[config.mk]
export PLATFORM = sky130hd
export DESIGN_NAME = priv_status_unit_flat
export DESIGN_NICKNAME = d
export VERILOG_FILES = /design/src/rtl/priv_status_unit_if.sv /design/src/rtl/priv_status_unit.sv /design/src/flat_wrapper.sv
export SDC_FILE = /design/constraint.sdc
export NUM_CORES = 1
export LEC_CHECK = 0
export BUFFER_PORTS_ARGS = -buffer_cell sky130_fd_sc_hd__buf_2
export CORE_MARGIN = 5
export CORE_UTILIZATION = 50
export CTS_CLUSTER_SIZE = 30
export DETAILED_ROUTE_END_ITERATION = 8
export PLACE_DENSITY = 0.73
export RECOVER_POWER = 50
export SETUP_SLACK_MARGIN = 0.1
export SYNTH_ARGS = -nofsm -noshare
export SYNTH_HDL_FRONTEND = slang
export SYNTH_SLANG_ARGS = --single-unit
[constraint.sdc]
create_clock -name clk -period 27.7 [get_ports clk]
set_input_delay 1.385 -clock clk [delete_from_list [all_inputs] [get_ports clk]]
set_output_delay 1.385 -clock clk [all_outputs]
set_load 0.03 [all_outputs]
[src/rtl/priv_status_unit_if.sv]
// Signal bundle between decode/execute, fetch and the privilege/trap-state unit.
interface priv_status_unit_if #(
    parameter int unsigned N      = 64,
    parameter int unsigned NCAUSE = 16
);
    logic [NCAUSE-1:0] trapTrigger;
    logic [N-1:0]      trapPC;
    logic              mretReturn;
    logic              sretReturn;
    logic              csrWriteEnable;
    logic [11:0]       csrAddr;
    logic [N-1:0]      csrIn;
    logic [N-1:0]      csrOut;
    logic [1:0]        currentMode;
    logic [N-1:0]      mstatus;
    logic              redirectValid;
    logic [N-1:0]      redirectPC;
    logic              illegalReturn;

    modport master (
        output trapTrigger, trapPC, mretReturn, sretReturn, csrWriteEnable, csrAddr, csrIn,
        input  csrOut, currentMode, mstatus, redirectValid, redirectPC, illegalReturn
    );

    modport slave (
        input  trapTrigger, trapPC, mretReturn, sretReturn, csrWriteEnable, csrAddr, csrIn,
        output csrOut, currentMode, mstatus, redirectValid, redirectPC, illegalReturn
    );
endinterface

[src/rtl/priv_status_unit.sv]
// M/S/U privilege and trap-state unit: trap delegation, cause encoding, xRET and
// per-mode epc/cause/tvec CSRs, with registered fetch redirect.
module priv_status_unit #(
    parameter int unsigned N         = 64,
    parameter int unsigned NCAUSE    = 16,
    parameter bit          HAS_SMODE = 1'b1
) (
    input logic               clk,
    input logic               reset,
    priv_status_unit_if.slave bus
);
    localparam int unsigned CW        = (NCAUSE > 1) ? $clog2(NCAUSE) : 1;
    localparam logic [N-1:0] EPC_MASK  = ~N'(1);
    localparam logic [N-1:0] TVEC_MASK = ~N'(3);

    typedef enum logic [1:0] {
        MODE_U = 2'b00,
        MODE_S = 2'b01,
        MODE_M = 2'b11
    } mode_t;

    mode_t         mode;
    logic          sie, mie, spie, mpie, spp;
    logic [1:0]    mpp;
    logic [N-1:0]  medeleg, mtvec, mepc, stvec, sepc;
    logic [CW-1:0] mcause, scause;
    logic          redirect_valid, illegal_return;
    logic [N-1:0]  redirect_pc;

    logic [N-1:0]  deleg_mask;
    logic [N-1:0]  mstatus_val, sstatus_val, csr_rd;
    logic [CW-1:0] cause;
    logic          found, trap_any, to_s, mret_ok, sret_ok;
    logic [1:0]    mpp_wr;

    always_comb begin
        deleg_mask = '0;
        for (int unsigned i = 0; i < N; i++)
            if (HAS_SMODE && i < NCAUSE && i != 11) deleg_mask[i] = 1'b1;
    end

    // Lowest set request bit wins; the rest are dropped for the requester to re-raise.
    always_comb begin
        cause = '0;
        found = 1'b0;
        for (int unsigned i = 0; i < NCAUSE; i++) begin
            if (bus.trapTrigger[i] && !found) begin
                cause = CW'(i);
                found = 1'b1;
            end
        end
    end

    assign trap_any = |bus.trapTrigger;
    assign to_s     = HAS_SMODE && medeleg[cause] && (mode != MODE_M);
    assign mret_ok  = (mode == MODE_M);
    assign sret_ok  = HAS_SMODE && (mode != MODE_U);

    always_comb begin
        mpp_wr = bus.csrIn[12:11];
        if (mpp_wr == 2'b10 || (!HAS_SMODE && mpp_wr == 2'b01)) mpp_wr = mpp;
    end

    always_comb begin
        mstatus_val        = '0;
        mstatus_val[1]     = sie;
        mstatus_val[3]     = mie;
        mstatus_val[5]     = spie;
        mstatus_val[7]     = mpie;
        mstatus_val[8]     = spp;
        mstatus_val[12:11] = mpp;
        sstatus_val        = '0;
        sstatus_val[1]     = sie;
        sstatus_val[5]     = spie;
        sstatus_val[8]     = spp;
    end

    always_comb begin
        csr_rd = '0;
        case (bus.csrAddr)
            12'h300: csr_rd = mstatus_val;
            12'h302: csr_rd = medeleg;
            12'h305: csr_rd = mtvec;
            12'h341: csr_rd = mepc;
            12'h342: csr_rd = N'(mcause);
            12'h100: if (HAS_SMODE) csr_rd = sstatus_val;
            12'h105: if (HAS_SMODE) csr_rd = stvec;
            12'h141: if (HAS_SMODE) csr_rd = sepc;
            12'h142: if (HAS_SMODE) csr_rd = N'(scause);
            default: csr_rd = '0;
        endcase
    end

    // Events are mutually exclusive per cycle: trap, then mret, then sret, then CSR write.
    always_ff @(posedge clk or posedge reset) begin
        if (reset) begin
            mode           <= MODE_M;
            sie            <= 1'b0;
            mie            <= 1'b0;
            spie           <= 1'b0;
            mpie           <= 1'b0;
            spp            <= 1'b0;
            mpp            <= 2'b00;
            medeleg        <= '0;
            mtvec          <= '0;
            mepc           <= '0;
            stvec          <= '0;
            sepc           <= '0;
            mcause         <= '0;
            scause         <= '0;
            redirect_valid <= 1'b0;
            redirect_pc    <= '0;
            illegal_return <= 1'b0;
        end else begin
            redirect_valid <= 1'b0;
            illegal_return <= 1'b0;
            if (trap_any) begin
                redirect_valid <= 1'b1;
                if (to_s) begin
                    sepc        <= bus.trapPC & EPC_MASK;
                    scause      <= cause;
                    spie        <= sie;
                    sie         <= 1'b0;
                    spp         <= mode[0];
                    mode        <= MODE_S;
                    redirect_pc <= stvec;
                end else begin
                    mepc        <= bus.trapPC & EPC_MASK;
                    mcause      <= cause;
                    mpie        <= mie;
                    mie         <= 1'b0;
                    mpp         <= mode;
                    mode        <= MODE_M;
                    redirect_pc <= mtvec;
                end
            end else if (bus.mretReturn) begin
                if (mret_ok) begin
                    mode           <= mode_t'(mpp);
                    mie            <= mpie;
                    mpie           <= 1'b1;
                    mpp            <= MODE_U;
                    redirect_pc    <= mepc;
                    redirect_valid <= 1'b1;
                end else begin
                    illegal_return <= 1'b1;
                end
            end else if (bus.sretReturn) begin
                if (sret_ok) begin
                    mode           <= spp ? MODE_S : MODE_U;
                    sie            <= spie;
                    spie           <= 1'b1;
                    spp            <= 1'b0;
                    redirect_pc    <= sepc;
                    redirect_valid <= 1'b1;
                end else begin
                    illegal_return <= 1'b1;
                end
            end else if (bus.csrWriteEnable) begin
                case (bus.csrAddr)
                    12'h300: begin
                        mie  <= bus.csrIn[3];
                        mpie <= bus.csrIn[7];
                        mpp  <= mpp_wr;
                        if (HAS_SMODE) begin
                            sie  <= bus.csrIn[1];
                            spie <= bus.csrIn[5];
                            spp  <= bus.csrIn[8];
                        end
                    end
                    12'h302: medeleg <= bus.csrIn & deleg_mask;
                    12'h305: mtvec   <= bus.csrIn & TVEC_MASK;
                    12'h341: mepc    <= bus.csrIn & EPC_MASK;
                    12'h342: mcause  <= bus.csrIn[CW-1:0];
                    12'h100: if (HAS_SMODE) begin
                        sie  <= bus.csrIn[1];
                        spie <= bus.csrIn[5];
                        spp  <= bus.csrIn[8];
                    end
                    12'h105: if (HAS_SMODE) stvec  <= bus.csrIn & TVEC_MASK;
                    12'h141: if (HAS_SMODE) sepc   <= bus.csrIn & EPC_MASK;
                    12'h142: if (HAS_SMODE) scause <= bus.csrIn[CW-1:0];
                    default: ;
                endcase
            end
        end
    end

    assign bus.csrOut        = csr_rd;
    assign bus.currentMode   = mode;
    assign bus.mstatus       = mstatus_val;
    assign bus.redirectValid = redirect_valid;
    assign bus.redirectPC    = redirect_pc;
    assign bus.illegalReturn = illegal_return;
endmodule

[src/flat_wrapper.sv]
// flat-port wrapper written by rule: the top's interface ports become plain ports
module priv_status_unit_flat 
#(
    parameter int unsigned N         = 64,
    parameter int unsigned NCAUSE    = 16,
    parameter bit          HAS_SMODE = 1'b1
)
  (clk, reset, bus_trapTrigger, bus_trapPC, bus_mretReturn, bus_sretReturn, bus_csrWriteEnable, bus_csrAddr, bus_csrIn, bus_csrOut, bus_currentMode, bus_mstatus, bus_redirectValid, bus_redirectPC, bus_illegalReturn);
  priv_status_unit_if #(.N(N), .NCAUSE(NCAUSE)) bus_i ();
  input logic clk;
  input logic reset;
  input wire logic [$bits(bus_i.trapTrigger)-1:0] bus_trapTrigger;
  input wire logic [$bits(bus_i.trapPC)-1:0] bus_trapPC;
  input wire logic [$bits(bus_i.mretReturn)-1:0] bus_mretReturn;
  input wire logic [$bits(bus_i.sretReturn)-1:0] bus_sretReturn;
  input wire logic [$bits(bus_i.csrWriteEnable)-1:0] bus_csrWriteEnable;
  input wire logic [$bits(bus_i.csrAddr)-1:0] bus_csrAddr;
  input wire logic [$bits(bus_i.csrIn)-1:0] bus_csrIn;
  output wire logic [$bits(bus_i.csrOut)-1:0] bus_csrOut;
  output wire logic [$bits(bus_i.currentMode)-1:0] bus_currentMode;
  output wire logic [$bits(bus_i.mstatus)-1:0] bus_mstatus;
  output wire logic [$bits(bus_i.redirectValid)-1:0] bus_redirectValid;
  output wire logic [$bits(bus_i.redirectPC)-1:0] bus_redirectPC;
  output wire logic [$bits(bus_i.illegalReturn)-1:0] bus_illegalReturn;
  assign bus_i.trapTrigger = bus_trapTrigger;
  assign bus_i.trapPC = bus_trapPC;
  assign bus_i.mretReturn = bus_mretReturn;
  assign bus_i.sretReturn = bus_sretReturn;
  assign bus_i.csrWriteEnable = bus_csrWriteEnable;
  assign bus_i.csrAddr = bus_csrAddr;
  assign bus_i.csrIn = bus_csrIn;
  assign bus_csrOut = bus_i.csrOut;
  assign bus_currentMode = bus_i.currentMode;
  assign bus_mstatus = bus_i.mstatus;
  assign bus_redirectValid = bus_i.redirectValid;
  assign bus_redirectPC = bus_i.redirectPC;
  assign bus_illegalReturn = bus_i.illegalReturn;
  priv_status_unit #(.N(N), .NCAUSE(NCAUSE), .HAS_SMODE(HAS_SMODE)) u_core (.clk(clk), .reset(reset), .bus(bus_i));
endmodule
==> results.md, run 1 <==
* Clock Latency Late Sink at about 0.57 ns
* Layout cells sized above 1 at 0.246
* Post-route minimum period at between 10 and 15 ns
* DR vias at between 15,000 and 20,000
* Clk pwr share at 0.476
* Xor and xnor area share after synthesis at 0
* Critical path arrival at 13.76 ns
* First-pass GRT wire length at roughly 96,000 microns
* Setup_tns at 0 ns
* Vias in the first global route at 16,800
* # DRC at 0
* Adder-cell share of the synthesized area at 0
* Die area at roughly 42,000 sq um
* Switching pwr at roughly 0.00029 W
* Setup Skew at between 0.02 and 0.03 ns
* Global-route usage over all layers at 0.286
* Worst-path clk slew at 0.06 ns
* Metal3 WL at between 5000 and 6000 microns
* Die width at 206 microns
* FP Rows at approximately 70
* CTS root buffer: clkbuf_16
* Final wirelength at ~62,000 microns
* Die Span Y at roughly 210 microns
* I/O pins at roughly 360
* Cells after synthesis at 1,854
* Reg2Reg Depth at 8
* CP endpoint kind: asynchronous set/reset pin
* R2R Path Start: u_core.medeleg[4]$_DFFE_PP0P_
* Pleak at approximately 11 nW
* Cell mode on critical path: clkbuf_1
* Longest Clk Path Bufs at 3
* Gate power share at 0.072
* Number of max-cap violations at 4
* VDD IR-drop max at 58.8 uV
* CP Cell Sequence: buf_2 -> clkinvlp_2 -> clkbuf_1 -> clkbuf_1
* Kind of critical path: in -> async
* Mean post-synth cell area at between 10 and 15 sq um
* First drt pass iteration count at 6
* Main flop type after synthesis: dfrtp_1
* Htree depth at 2
* Post-synth ARST share at 1.00
* Fill count at ~3,200
* HPWL Detailed at between 30,000 and 40,000 microns
* Internal Pwr Total at 0.000877 W
* Synth Area in Simple Gates at 0.134
* Yosys top cell area share at 0.450
* Highest routed layer: met5
* Largest family of logic cells by synthesized area: multiplexers
* Routed wl met2 at 29,300 microns
* Sequential group share of total power at 0.451
* Slew margin rel. at -4.93
* Sequential-to-total area share from yosys stat at 0.452
* Initial antenna violation count at 5
* Failing checks: capacitance limit, slew limit
* RSZ-0062 raised after global routing: false
* Starting density of the core at 0.508
* Synth warn at 0
* Crit-path slowest cell: clkbuf_1
* Critical-path maximum fanout at 167
* Period utilization at 0.506
* Placer Congestion at 0.841
* Setup Fix Bufs, Post-CTS at 0
* Port bufs at just under 300
* Largest area contributor in the netlist: dfrtp_1
* Worst Hold Depth at 2
* DRT iter0 DRCs at around 1,600
* Buf/Inv on CP at 4
* Area contributors post-synth: dfrtp_1 45%, mux2i_1 9.2%, mux2_2 8.4%, nand2_1 5.3%, a221o_1 3.6%
* Hold-critical path endpoint: u_core.bus.redirectPC[1]$_DFFE_PP0P_
* Netlist cell types at 69
* Worst-margin pin slew at around 8.9 ns
* Critical Path RT at between 20 and 30 ns
* Flop2flop setup slack at between 20 and 25 ns
* Outcome: complete, but fails checks
* Pins Over Slew Limit at ~440
* CTS Hold Bufs at 0
* Min-delay src: u_core.bus.redirectPC[1]$_DFFE_PP0P_
* Reg2Reg Capture Point: u_core.sepc[28]$_DFFE_PP0P_
* Core area at approximately 38,000 sq um
* Flip-flop and latch area at 8690 sq um
* Multiplexer area fraction after synthesis at 0.212
* CTS tree: done
* Drt via density at between 6 and 7
* DRT antenna net count at 0
* CP peak stage delay at approximately 6.4 ns
* Wl on met1 at about 25,000 microns
* Sink Count at 347
* Cts repair resizes at 0
* Mapped Area at 19,200 sq um
* Routed len/inst at 24.1 microns
* Largest net degree at the start of global routing at 168
* Setup Viol. Count Final at 0
* Switching Share at 0.246
* Overall power at ~0.0012 W
* Nets@finish at about 2,200
* CTS Buf Count at 40
* Final Hold Viols at 0
* GR Overflow Total at 0
* Total power per unit cell area at roughly 53 nW/um^2
* Post-synth EDFFs at 0
* Compound-Gate Fraction of Synth Area at 0.137
* FMAX at around 70 MHz
* Synth-to-layout area growth at 14.4%
* Hold Crit Class: reg -> reg
* Delay-heaviest family, CP: buffers and inverters
* Number of synthesized register bits at ~350
* Startpoint types: primary input
* Area of the multi-input gates at roughly 9600 sq um
==> placed cells by master (no fill, tap or decap), types with 13 or more instances in the layout <==
cell	netlist	layout
o211ai_2	31	30
dfrtp_1	345	345
conb_1	1	58
nor3_1	138	137
nand4_1	64	64
a221o_1	70	70
clkbuf_16	0	42
a21oi_1	72	72
o211ai_1	35	35
mux2_1	61	61
a22oi_1	13	13
inv_1	15	14
nand2_1	270	269
clkbuf_1	119	85
o22ai_1	49	49
mux2i_1	176	176
nor2_1	25	24
mux2_2	144	144
buf_2	21	221
buf_4	72	25
==> worst max-delay path by stage <==
stage / startpoint / end / slack (ns) / cells after the start
after floorplan: reset / u_core.bus.illegalReturn$_DFF_PP0_ / 16.70 / 1
after global placement: bus_trapTrigger[1] / u_core.sepc[21]$_DFFE_PP0P_ / 22.00 / 11
after detailed placement: bus_trapTrigger[1] / u_core.sepc[28]$_DFFE_PP0P_ / 21.91 / 11
after CTS: bus_csrAddr[11] / bus_csrOut[8] / 21.90 / 9
after global routing: reset / u_core.sepc[62]$_DFFE_PP0P_ / 10.92 / 4
final: reset / u_core.bus.redirectPC[62]$_DFFE_PP0P_ / 13.68 / 4
==> sequential cells by signal, indices dropped and copies added (netlist names), 2 cells and up <==
signal                  flops
u_core.bus.redirectPC      63
u_core.mepc                63
u_core.sepc                63
u_core.mtvec               62
u_core.stvec               62
u_core.medeleg             15
u_core.mcause               4
u_core.scause               4
u_core.bus.currentMode      2
u_core.mpp                  2
==> per-layer routing <==
layer | global-route usage | vias to the layer above
met5 | 0 | -
met4 | 0.106 | 8
met3 | 0.0639 | 161
met2 | 0.458 | 854
met1 | 0.384 | 8316
li1 | - | 7154
==> worst min-delay path, cell delays in order (launching register included) <==
cell	delay, ns
dfrtp_1	0.34
nand2_1	0.05
o31ai_1	0.05
==> power by group through the flow <==
stage           logic, W  clock network (W)  registers [W]
6_report       0.0000842           0.000553       0.000524
5_1_grt        0.0000920           0.000581       0.000525
4_1_cts        0.0000845           0.000560       0.000523
3_5_place_dp   0.0000841                  0       0.000533
3_3_place_gp   0.0000821                  0       0.000532
2_1_floorplan  0.0000608                  0       0.000531
==> cell usage after synthesis (3+ instances only) <==
cell type    n
a221o_1     70
nand2_1    270
a221oi_1     8
a22oi_1     13
buf_2       21
mux2_1      61
o22ai_1     49
a21o_1       4
nand4_1     64
o31ai_1      4
o211ai_2    31
dfrtp_1    345
mux2_2     144
o21ai_0      8
nor2_1      25
a211o_1      3
clkbuf_1   119
o211ai_1    35
nor4_1       6
a222oi_1     4
or3_1        5
buf_1       12
mux2i_1    176
a21oi_1     72
buf_6        3
a31oi_1      3
buf_4       72
nor3_1     138
and3_1       6
nor2b_1      6
inv_1       15
nand3_1     10
a22o_1       7
==> layout make-up <==
cell class                 count  share of cell area
tap                          511              0.0291
clock buffer                  56              0.0530
sequential                   347               0.396
inverter                      15             0.00262
multi-input combinational   1322               0.438
antenna                        1            0.000114
clock inverter                15             0.00889
timing repair buffer         324              0.0726
==> logic make-up after synthesis <==
group / Yosys count
other cells: 1
compound gates: 333
buf+inv: 242
flops: 347
mux: 381
simple gates: 550
==> metrics by stage <==
step	hold slack, ns	cell area [sq um]	worst slack, ns	utilization	cells
after global routing	0.508	22000	10.92	0.581	2591
after CTS	0.482	22100	21.90	0.585	2590
after global placement	0.464	20700	22.00	0.549	2519
final	0.479	22000	13.68	0.581	2591
after detailed placement	0.466	20700	21.91	0.549	2519
after floorplan	0.465	19400	16.70	-	1911
Note: power is estimated with default switching activity, not from simulation.
==> run 2, diff against run 1 <==
- clock period: 27.7 -> 14.4 ns (I/O delays scaled with it)
==> run 2 against run 1 <==
Clock-buffer cell count rose by 3. The flow still finishes with violations (capacitance limit, slew limit). Setup slack got worse by 7.0 ns. Highest routed layer unchanged. Sequential cell count did not move. Largest cell class unchanged.
==> results.md, run 2 (synthesis gave the netlist of run 1 again) <==
* CTS Buf Count at 40 (unchanged)
* FP Rows at 71 (unchanged)
* Setup_tns at 0 ns (unchanged)
* Die width at 206 microns (unchanged)
* Critical path arrival at 8.25 ns (-5.51 ns)
* Worst Hold Depth at 2 (unchanged)
* Number of max-cap violations at 3 (-1)
* Drt via density at 6.37 (about the same)
* Layout cells sized above 1 at 0.249 (+0.00289)
* Initial antenna violation count at 6 (+1)
* Period utilization at 0.535
* Vias in the first global route at 16,700 (-0.46%)
* Cts repair resizes at 0 (unchanged)
* Post-route minimum period at roughly 7.7 ns
* Pins Over Slew Limit at 290 (-34%)
* Sink Count at 347 (unchanged)
* Die Span Y at 206 microns (unchanged)
* Min Hold Slack at 0.437 ns (-0.0423 ns)
* CTS Hold Bufs at 0 (unchanged)
* Htree depth at 2 (unchanged)
* GR Overflow Total at 0 (unchanged)
* Hold Crit Class: in -> reg
* DRT iter0 DRCs at 1,402 (-10%)
* DR vias at 16,500 (+0.18%)
* Worst Setup Slack, final at 6.70 ns (-6.98 ns)
* Startpoint types: primary input
* Clock Latency Late Sink at 0.56 ns (about the same)
* Worst-margin pin slew at 5.95 ns (-2.94 ns)
* Failing checks: capacitance limit, slew limit
* FMAX at 130 MHz
* HPWL Detailed at 37,100 microns (+0.40%)
* Final Hold Viols at 0 (unchanged)
* Largest net degree at the start of global routing at 132 (-21%)
* Total power per unit cell area at 102 nW/um^2 (+92%)
* Reg2Reg Depth at 8 (unchanged)
* Outcome: complete, but fails checks
* CTS tree: done
* Final wirelength at 62,200 microns (-0.30%)
* Most frequent cells in the layout: 345 x dfrtp_1, 269 x nand2_1, 221 x buf_2
* RSZ-0062 raised after global routing: false
* Slew margin rel. at -2.99 (+1.94)
* Reg2Reg Capture Point: u_core.mepc[46]$_DFFE_PP0P_
* Kind of critical path: in -> async
* Commonest non-fill, non-tap cell in the layout: dfrtp_1
* Setup Fix Bufs, Post-CTS at 0 (unchanged)
* Hold-critical path endpoint: u_core.mepc[39]$_DFFE_PP0P_
* VDD IR-drop max at 97.2 uV (+65%)
* Pre-CTS setup slack at 9.31 ns (-12.60 ns)
* Critical-path maximum fanout at 131 (-22%)
* Global-route usage over all layers at 0.286 (-0.000587)
* Starting density of the core at 0.508 (unchanged)
* Nets@finish at 2,212 (+0.045%)
* Flop2flop setup slack at 11.10 ns (-13.25 ns)
* First-pass GRT wire length at 95,400 microns (-0.18%)
* I/O pins at 357 (unchanged)
* Min-delay src: bus_csrIn[39]
* Setup Viol. Count Final at 0 (unchanged)
* First drt pass iteration count at 6 (unchanged)
* Post-layout util at 0.582 (+0.000994)
* CTS root buffer: clkbuf_16
* Synth-to-layout area growth at 14.5%
* DRT antenna net count at 0 (unchanged)
* Worst-path clk slew at 0.06 ns (about the same)
* R2R Path Start: u_core.medeleg[4]$_DFFE_PP0P_
* Die area at 42,400 sq um (unchanged)
* Port bufs at 297 (unchanged)
* CP endpoint kind: asynchronous set/reset pin
* Pleak at 10.7 nW (+0.23%)
* Setup Skew at 0.0133 ns (-0.0137 ns)
* Critical Path RT at 14.94 ns (-12.50 ns)
* # DRC at 0 (unchanged)
* Longest Clk Path Bufs at 3 (unchanged)
* Core area at 37,800 sq um (unchanged)
* Routed len/inst at 24.0 microns (-0.37%)
* Placer Congestion at 0.859 (+2.1%)
run 2: cell type report:
| class | instances | area, sq um |
|---|---|---|
| fill | 3273 | 15800 |
| multi-input combinational | 1322 | 9610 |
| sequential | 347 | 8690 |
| timing repair buffer | 325 | 1610 |
| clock buffer | 59 | 1240 |
| tap | 511 | 639 |
| clock inverter | 11 | 136 |
| inverter | 15 | 57.6 |
| antenna | 3 | 7.51 |
run 2: metrics by stage:
| stage | std cells | area, sq um | total power, W |
|---|---|---|---|
| floorplan | 1911 | 19400 | 0.00114 |
| finish | 2593 | 22000 | 0.00224 |
| global placement | 2520 | 20700 | 0.00118 |
| CTS | 2590 | 22100 | 0.00225 |
| detailed placement | 2520 | 20700 | 0.00119 |
| global route | 2592 | 22000 | 0.00231 |
run 2: worst max-delay path by stage:
stage	startpoint	endpoint	slack [ns]
6_report	reset	u_core.bus.redirectPC[35]$_DFFE_PP0P_	6.70
5_1_grt	reset	u_core.mpie$_DFFE_PP0P_	5.05
4_1_cts	bus_trapTrigger[12]	u_core.sepc[17]$_DFFE_PP0P_	9.89
3_5_place_dp	bus_trapTrigger[12]	u_core.sepc[17]$_DFFE_PP0P_	9.31
3_3_place_gp	bus_trapTrigger[13]	u_core.sepc[21]$_DFFE_PP0P_	9.38
2_1_floorplan	reset	u_core.bus.illegalReturn$_DFF_PP0_	4.06
run 2: metal layers:
layer	wire length, microns	up-vias	share of wire	global-route usage
met1	25000	8280	0.40	0.391
met3	6030	166	0.097	0.0574
met2	29200	902	0.47	0.448
li1	-	7166	-	-
met5	59	-	0.00095	0
met4	2000	8	0.032	0.115
run 2: power by group:
| group | switching [W] | total [W] | internal (W) |
|---|---|---|---|
| Combinational | 0.000106 | 0.000162 | 0.0000559 |
| Clock | 0.000421 | 0.00107 | 0.000650 |
| Sequential | 0.0000147 | 0.00101 | 0.000993 |
run 2: worst max-delay path, stage by stage:
cell	delay, ns
buf_2	0.10
clkinvlp_2	3.27
clkbuf_1	2.94
buf_4	1.09
==> run 3, diff against run 2 <==
- clock period: 14.4 -> 7.3 ns (I/O delays scaled with it)
==> run 3 against run 2 <==
The flow now finishes without violations. Via count down 0.25%. Sequential cell count stayed put. Non-clock buffer count grew 1. Worst hold slack worse by 0.37 ns. Global-route usage down 0.27 points. Sequential share of layout area is 0.16 points higher. Register-to-register slack lost 7.0 ns. First-iteration DRC count increased by 7.1%. Design area down 0.41%. Critical endpoint is now u_core.mepc[12]$_DFFE_PP0P_. Highest routed layer unchanged.
==> results.md, run 3 (synthesis gave the netlist of run 1 again) <==
* Outcome: finished clean
* RSZ-0062 raised after global routing: false
* Core area at 37,800 sq um (unchanged)
* Post-route minimum period at a little over 4 ns
* FMAX at 249 MHz
* CTS Buf Count at 41 (+2.5%)
* Port bufs at 297 (unchanged)
* Number of max-cap violations at 0 (-3)
* VDD IR-drop max at 197 uV (+100%)
* Reg2Reg Depth at 8 (unchanged)
* Layout cells sized above 1 at 0.246 (-0.00288)
* Hold-critical path endpoint: u_core.mepc[38]$_DFFE_PP0P_
* GR Overflow Total at 0 (unchanged)
* Stages on the worst setup path at 11 (+7)
* FP Rows at 71 (unchanged)
* DR vias at 16,500 (-0.25%)
* Critical Path RT at 7.74 ns (-7.20 ns)
* First drt pass iteration count at 5 (-1)
* Setup Fix Bufs, Post-CTS at 0 (unchanged)
* Setup Skew at 0.0222 ns (+0.00895 ns)
* # DRC at 0 (unchanged)
* Critical path arrival at 4.46 ns (-3.79 ns)
* CTS tree: done
* CP endpoint kind: flop
* Most frequent cells in the layout: 345 x dfrtp_1, 269 x nand2_1, 221 x buf_2
* Setup_tns at 0 ns (unchanged)
* Min-delay src: bus_csrIn[38]
* Critical-path maximum fanout at 54 (-59%)
* Startpoint types: primary input
* I/O pins at 357 (unchanged)
* First-pass GRT wire length at 94,800 microns (-0.60%)
* Final wirelength at 61,800 microns (-0.61%)
* CP peak stage delay at 0.71 ns (-2.56 ns)
* Longest Clk Path Bufs at 3 (unchanged)
* Largest net degree at the start of global routing at 169 (+28%)
* Global-route usage over all layers at 0.283 (-0.00266)
* HPWL Detailed at 37,000 microns (-0.14%)
* Delay-heaviest family, CP: compound AO/OA/AOI/OAI gates
* Starting density of the core at 0.508 (unchanged)
* Sink Count at 347 (unchanged)
* Nets@finish at 2,214 (+0.090%)
* R2R Path Start: u_core.medeleg[4]$_DFFE_PP0P_
* Total power per unit cell area at 194 nW/um^2 (+91%)
* Worst-path clk slew at 0.06 ns (about the same)
* Drt via density at 6.35 (-0.37%)
* Initial antenna violation count at 7 (+1)
* Die width at 206 microns (unchanged)
* Pins Over Slew Limit at 0 (-100%)
* Period utilization at 0.551
* Routed len/inst at 23.8 microns (-0.72%)
* Setup Viol. Count Final at 0 (unchanged)
* Worst Hold Depth at 2 (unchanged)
* Placer Congestion at 0.872 (+1.5%)
* Vias in the first global route at 16,900 (+1.2%)
* Commonest non-fill, non-tap cell in the layout: dfrtp_1
* Crit-path slowest cell: nor4_1
* Final Hold Viols at 0 (unchanged)
* Worst-margin pin slew at 1.26 ns (-4.69 ns)
* Clock Latency Late Sink at 0.57 ns (about the same)
* Pleak at 10.7 nW (-0.45%)
* DRT antenna net count at 0 (unchanged)
* Flop2flop setup slack at 4.11 ns (-6.99 ns)
* Kind of critical path: in -> reg
* Slew margin rel. at 0.156 (+3.14)
* Hold Crit Class: in -> reg
* Buf/Inv on CP at 3 (-1)
* Htree depth at 2 (unchanged)
* Die area at 42,400 sq um (unchanged)
* Synth-to-layout area growth at 14.1%
* Min Hold Slack at 0.0703 ns (-0.366 ns)
* CP Cell Sequence: buf_2 -> nor4_1 -> o41ai_1 -> nand2_1 -> mux2i_1 -> mux2i_1 -> o2111ai_4 -> buf_4 -> o211ai_4 -> buf_4 -> a221o_1
* Die Span Y at 206 microns (unchanged)
* CTS root buffer: clkbuf_16
* Reg2Reg Capture Point: u_core.mepc[26]$_DFFE_PP0P_
* DRT iter0 DRCs at 1,502 (+7.1%)
* Post-layout util at 0.580 (-0.00239)
[run 3: worst reg2reg max path, stage by stage, from the launching register on]
cell and delay (ns):
dfrtp_1 0.37, inv_1 0.05, a221oi_1 0.36, a2111oi_0 0.14, a31oi_2 0.31, and3_2 0.82, buf_4 0.57, nor3_1 0.15
a221o_1 0.31
[run 3: how the worst max path moves through the flow]
| stage | slack, ns | to | start |
|---|---|---|---|
| final | 3.28 | u_core.mepc[12]$_DFFE_PP0P_ | bus_trapTrigger[5] |
| after global routing | 3.12 | u_core.mepc[32]$_DFFE_PP0P_ | bus_trapTrigger[5] |
| after CTS | 3.42 | u_core.mepc[8]$_DFFE_PP0P_ | bus_trapTrigger[1] |
| after detailed placement | 2.81 | u_core.mepc[24]$_DFFE_PP0P_ | bus_trapTrigger[1] |
| after global placement | 2.92 | u_core.mepc[27]$_DFFE_PP0P_ | bus_trapTrigger[1] |
| after floorplan | 2.29 | u_core.bus.illegalReturn$_DFF_PP0_ | reset |
[run 3: repair_timing]
item                       in CTS  in global routing
setup endpoints to repair       0                  0
hold endpoints to repair       24                  0
hold buffers                    1                  0
gates resized for setup         0                  0
[run 3: metal layers]
metal	global-route usage	up-vias	wire length [microns]
li1	-	7171	-
met1	0.382	8338	25100
met2	0.456	836	29400
met3	0.0551	125	5680
met4	0.105	10	1590
met5	0	-	57
[run 3: power by group]
group	internal [W]	switching, W	leakage [nW]
combinational	0.000112	0.000210	5.42
clock	0.00111	0.000828	0.619
sequential	0.00196	0.0000291	4.65
total	0.00318	0.00107	10.7
[run 3: layout make-up]
type / instances / area (sq um)
Inverter: 15 / 57.6
Timing Repair Buffer: 326 / 1650
Clock buffer: 62 / 1170
Antenna cell: 2 / 5.00
Sequential cell: 347 / 8690
Clock inverter: 11 / 68.8
Tap cell: 511 / 639
Multi-Input combinational cell: 1322 / 9620
Fill cell: 3213 / 15900
[run 3: metrics by stage]
stage          setup WS [ns]  total power [W]  cells  cell area (sq um)
5_1_grt                 3.12          0.00439   2596              21900
6_report                3.28          0.00425   2596              21900
3_3_place_gp            2.92          0.00233   2520              20700
3_5_place_dp            2.81          0.00234   2520              20700
4_1_cts                 3.42          0.00427   2594              22000
2_1_floorplan           2.29          0.00224   1911              19400
